**src/rtl/pipe_addsub.sv**
```systemverilog
// pipe_addsub: carry-pipelined add/subtract, one SEG-bit segment per stage,
// with valid/ready flow control and registered sum/carry/overflow/zero/neg flags.
module pipe_addsub #(
    parameter int WIDTH  = 32,
    parameter int STAGES = 4
) (
    input  logic             clk,
    input  logic             rst_n,
    input  logic             in_valid,
    output logic             in_ready,
    input  logic [WIDTH-1:0] a,
    input  logic [WIDTH-1:0] b,
    input  logic             sub,
    input  logic             cin,
    output logic             out_valid,
    input  logic             out_ready,
    output logic [WIDTH-1:0] sum,
    output logic             cout,
    output logic             ovf,
    output logic             zero,
    output logic             neg
);
    localparam int SEG = WIDTH / STAGES;
    localparam int L   = STAGES - 1;
    logic             v_q   [STAGES];
    logic [WIDTH-1:0] a_q   [STAGES];
    logic [WIDTH-1:0] b_q   [STAGES];
    logic [WIDTH-1:0] s_q   [STAGES];
    logic             c_q   [STAGES];
    logic             z_q   [STAGES];
    logic             src_v [STAGES];
    logic [WIDTH-1:0] src_a [STAGES];
    logic [WIDTH-1:0] src_b [STAGES];
    logic [WIDTH-1:0] src_s [STAGES];
    logic             src_c [STAGES];
    logic             src_z [STAGES];
    logic [WIDTH-1:0] nxt_s [STAGES];
    logic [SEG:0]     seg_sum [STAGES];
    logic             ovf_q;
    logic             ovf_n;
    logic             advance;
    assign advance   = !out_valid || out_ready;
    assign in_ready  = advance;
    assign out_valid = v_q[L];
    assign sum       = s_q[L];
    assign cout      = c_q[L];
    assign zero      = z_q[L];
    assign ovf       = ovf_q;
    assign neg       = sum[WIDTH-1];
    // Stage k reads the register of stage k-1; stage 0 reads the ports directly.
    always_comb begin
        src_v[0] = in_valid;
        src_a[0] = a;
        src_b[0] = sub ? ~b : b;
        src_s[0] = '0;
        src_c[0] = cin;
        src_z[0] = 1'b1;
        for (int k = 1; k < STAGES; k++) begin
            src_v[k] = v_q[k-1];
            src_a[k] = a_q[k-1];
            src_b[k] = b_q[k-1];
            src_s[k] = s_q[k-1];
            src_c[k] = c_q[k-1];
            src_z[k] = z_q[k-1];
        end
        for (int k = 0; k < STAGES; k++) begin
            seg_sum[k] = {1'b0, src_a[k][k*SEG +: SEG]} + {1'b0, src_b[k][k*SEG +: SEG]}
                       + {{SEG{1'b0}}, src_c[k]};
            nxt_s[k] = src_s[k];
            nxt_s[k][k*SEG +: SEG] = seg_sum[k][SEG-1:0];
        end
        ovf_n = (src_a[L][WIDTH-1] == src_b[L][WIDTH-1]) && (nxt_s[L][WIDTH-1] != src_a[L][WIDTH-1]);
    end
    // Data registers load only for valid entries so a bubble never disturbs held outputs.
    always_ff @(posedge clk or negedge rst_n) begin
        if (!rst_n) begin
            for (int k = 0; k < STAGES; k++) begin
                v_q[k] <= 1'b0;
                a_q[k] <= '0;
                b_q[k] <= '0;
                s_q[k] <= '0;
                c_q[k] <= 1'b0;
                z_q[k] <= 1'b0;
            end
            ovf_q <= 1'b0;
        end else if (advance) begin
            for (int k = 0; k < STAGES; k++) begin
                v_q[k] <= src_v[k];
                if (src_v[k]) begin
                    a_q[k] <= src_a[k];
                    b_q[k] <= src_b[k];
                    s_q[k] <= nxt_s[k];
                    c_q[k] <= seg_sum[k][SEG];
                    z_q[k] <= src_z[k] && (seg_sum[k][SEG-1:0] == '0);
                end
            end
            if (src_v[L]) ovf_q <= ovf_n;
        end
    end
endmodule

```
**config.mk**
```make
export PLATFORM = sky130hd
export DESIGN_NAME = pipe_addsub
export DESIGN_NICKNAME = d
export VERILOG_FILES = /design/src/rtl/pipe_addsub.sv
export SDC_FILE = /design/constraint.sdc
export NUM_CORES = 1
export LEC_CHECK = 0
export ABC_AREA = 1
export CAP_MARGIN = 5
export CORE_MARGIN = 3
export CORE_UTILIZATION = 50
export DETAILED_ROUTE_END_ITERATION = 16
export PLACE_DENSITY = 0.76
export SYNTH_ARGS = -nofsm -noshare
export SYNTH_HDL_FRONTEND = slang
export SYNTH_SLANG_ARGS = --single-unit
```
**constraint.sdc**
```tcl
create_clock -name clk -period 1.9 [get_ports clk]
set_input_delay 0.38 -clock clk [delete_from_list [all_inputs] [get_ports clk]]
set_output_delay 0.38 -clock clk [all_outputs]
set_load 0.01 [all_outputs]
```
==> metrics.txt <==
R2R depth 11; register share of total power 0.390; nets 1289; pin count of the biggest net entering global routing 56; pre-CTS setup slack -0.562 ns; Yosys top cell area share 0.533; Synth area leader dfrtp_1; detailed-route wire length 17.8 mm; DRC viols 0; PwrDens 1520 nW/µm²; Setup crit start a_q[80]$_DFFE_PN0P_; GR Overflow Total 0; synthesized instance count 1056; Max Cap Violations 0; Syn Std Cell Area 8880 µm²; HPWL Detailed 13.0 mm; WS Path Type reg2reg; TritonCTS Buffers 17; Syn Area/Cell 8.41 µm²; hold slack final 0.445 ns; RSZ-0062 raised after global routing true; Ports 108; worst-margin pin slew 0.541 ns; Cell Int Power 10.5 mW; share of layout cells above drive strength 1 0.0911; GR Util All Layers 0.192; area of the multi-input gates 3680 µm²; top post-synthesis cells by area dfrtp_1, nand2_1, o21ai_0, ha_1, inv_1; FF/Latch Area 4730 µm²; Worst R2R Start a_q[80]$_DFFE_PN0P_; headroom to the max-slew limit 0.639; Post-Synth XOR/XNOR Area 0.0355; run status finished, final reports clean; DR iter-0 viols 412; post-synthesis register bit count 189; post-synthesis mux area share 0; CP max FO 4; # diodes 0; root buf cell clkbuf_16; synth unique cells 25; Data required, critical path 2.27 ns; H-tree Lvls 4; CP startpoint kind register; Initial Utilization 0.512; Synthesized Nets 1162; clock sinks 189; Final Hold Fails 0; Clock Power Share 0.203; register area share after synthesis 0.533; Main synth FF type dfrtp_1; Yosys warning total 0; CTS clk-pin slew, worst paths 0.07 ns; Die Ht 139 µm; arrival time worst endpoint 2.25 ns; die width 139 µm; Placed Instances 1385; core area 17400 µm²; Setup Skew 0.00687 ns; fillcell total 1474; Worst R2R End src_z[0]$_DFFE_PN0P_; post-synthesis adder-cell area fraction 0.0575; Setup-failing EPs final 0; min cycle time layout 1.88 ns; Placer Congestion 0.834; ys async rst share 1.00; TritonCTS clock tree built; fin util 0.639; Syn-to-layout area delta 24.9%; clk_lat worst skew 0.43 ns; non-filler cells, final 1421; initial antenna violation count 0; Post-Synth Simple-Gate Area 0.248; critical path endpoint src_z[0]$_DFFE_PN0P_; Vias 6864; Worst Setup End Kind register; first-pass GRT wire length 31.0 mm; Final ANT Viol Nets 0; Hold WC Path Type in2async; Peak VDD IR 0.000892 V; Die ar. 19400 µm²; Pleak 5.69 nW; CTS Buffer Depth 2; f_max 532 MHz; # rows 48; worst reg-to-reg setup slack 0.02 ns; Sw Share 0.376; final worst slack 0.0195 ns; vias per cell 4.83; number of iterations in the first detailed-routing pass 5; largest family of logic cells by synthesized area simple AND/OR/NAND/NOR gates; WL/cell 12.6 µm; vias in the first global route 6583; Tcrit/Tclk final 0.990; compound-gate portion of the synthesized area 0.0647; Logic pwr share 0.408; I/O Buffers 107; final max-slew violation count 0; EDFF count, synth 0; Setup TNS 0 ns; switching pwr 6.32 mW
state kept, by name (all words and copies together) (netlist names):
register,count
out_valid,1
nxt_s,48
ovf,1
b_q,48
cout,1
src_z,3
c_q,3
a_q,48
zero,1
src_v,3
sum,32
metrics by stage:
step / cell area [µm²] / total power [mW]
global route: 11100 / 18.3
CTS: 11000 / 16.9
finish: 11100 / 16.8
detailed placement: 10400 / 13.3
global placement: 10400 / 13.1
floorplan: 8930 / 10.8
cell families after synthesis:
family	count (synthesis)
xor+xnor	36
simple gates	553
fa+ha+maj	36
flops	189
compound gates	111
buf+inv	131
placed cells by master (no fill, tap or decap), types with 10 or more instances in the layout:
cell type / instances
ha_1: 28
nand3_1: 24
xnor2_1: 24
o21ai_0: 79
nand3b_1: 11
clkdlybuf4s50_1: 101
nor2_1: 33
dfrtp_1: 189
clkbuf_16: 17
buf_4: 32
a21oi_1: 12
inv_1: 81
xor2_1: 10
nand2_1: 463
cell usage after synthesis, types with 4 or more instances:
cell and n:
buf_4 4, ha_1 28, o21a_1 4, a31oi_1 7, nand4_1 6, o21ai_1 8, o21ai_0 79, a21oi_1 13
nor2_1 33, inv_1 86, inv_2 4, xor2_1 11, nand3_1 30, clkbuf_1 6, fa_1 8, nand2_1 467
xnor2_1 25, dfrtp_1 189, nand3b_1 11, buf_2 30
routing by layer:
metal | share of wire | track usage | vias to the layer above
li1 | - | - | 3548
met1 | 0.50 | 0.286 | 3162
met2 | 0.44 | 0.290 | 135
met3 | 0.042 | 0.0368 | 19
met4 | 0.012 | 0.0530 | 0
met5 | 0 | 0 | -
worst max-delay path, cell delays in order (launching register included):
cell and delay, ns:
dfrtp_1 0.40, fa_2 0.41, fa_2 0.38, inv_1 0.07, nand2_1 0.05, nand2_2 0.07, nand2_1 0.05, nor2_1 0.09
nand3_1 0.09, nor2_1 0.09, nand3_1 0.07, nand2_1 0.06
cell type report:
type	count	share of cell area
clock buffers	19	0.0390
clock inverters	13	0.0118
inverters	90	0.0304
multi-input cells	736	0.332
flip-flops and latches	189	0.426
well taps	225	0.0254
repair buffers	149	0.135
worst min-delay path by stage:
stage	slack (ns)	endpoint	depth (start not counted)	startpoint
final	0.45	nxt_s[11]$_DFFE_PN0P_	2	rst_n
after global routing	0.49	sum[20]$_DFFE_PN0P_	2	sum[20]$_DFFE_PN0P_
after CTS	0.46	nxt_s[11]$_DFFE_PN0P_	2	rst_n
after detailed placement	0.35	nxt_s[11]$_DFFE_PN0P_	1	rst_n
after global placement	0.35	nxt_s[11]$_DFFE_PN0P_	1	rst_n
after floorplan	0.08	a_q[104]$_DFFE_PN0P_	0	rst_n
timing repair:
action / in CTS / in global routing
setup buffers: 1 / 2
gates cloned: 0 / 0
hold buffers: 1 / 0
endpoints found under the hold margin: 43 / 0
endpoints found under the setup margin: 6 / 9
gates resized for setup: 6 / 15
pin swaps: 2 / 9
power by group through the flow:
stage	registers, mW	logic (mW)	clock network, mW
global placement	6.56	6.54	0
floorplan	6.53	4.28	0
global route	6.75	7.87	3.64
CTS	6.56	6.83	3.48
detailed placement	6.61	6.72	0
finish	6.55	6.86	3.41
No activity file was read; power rests on OpenSTA's default activity.
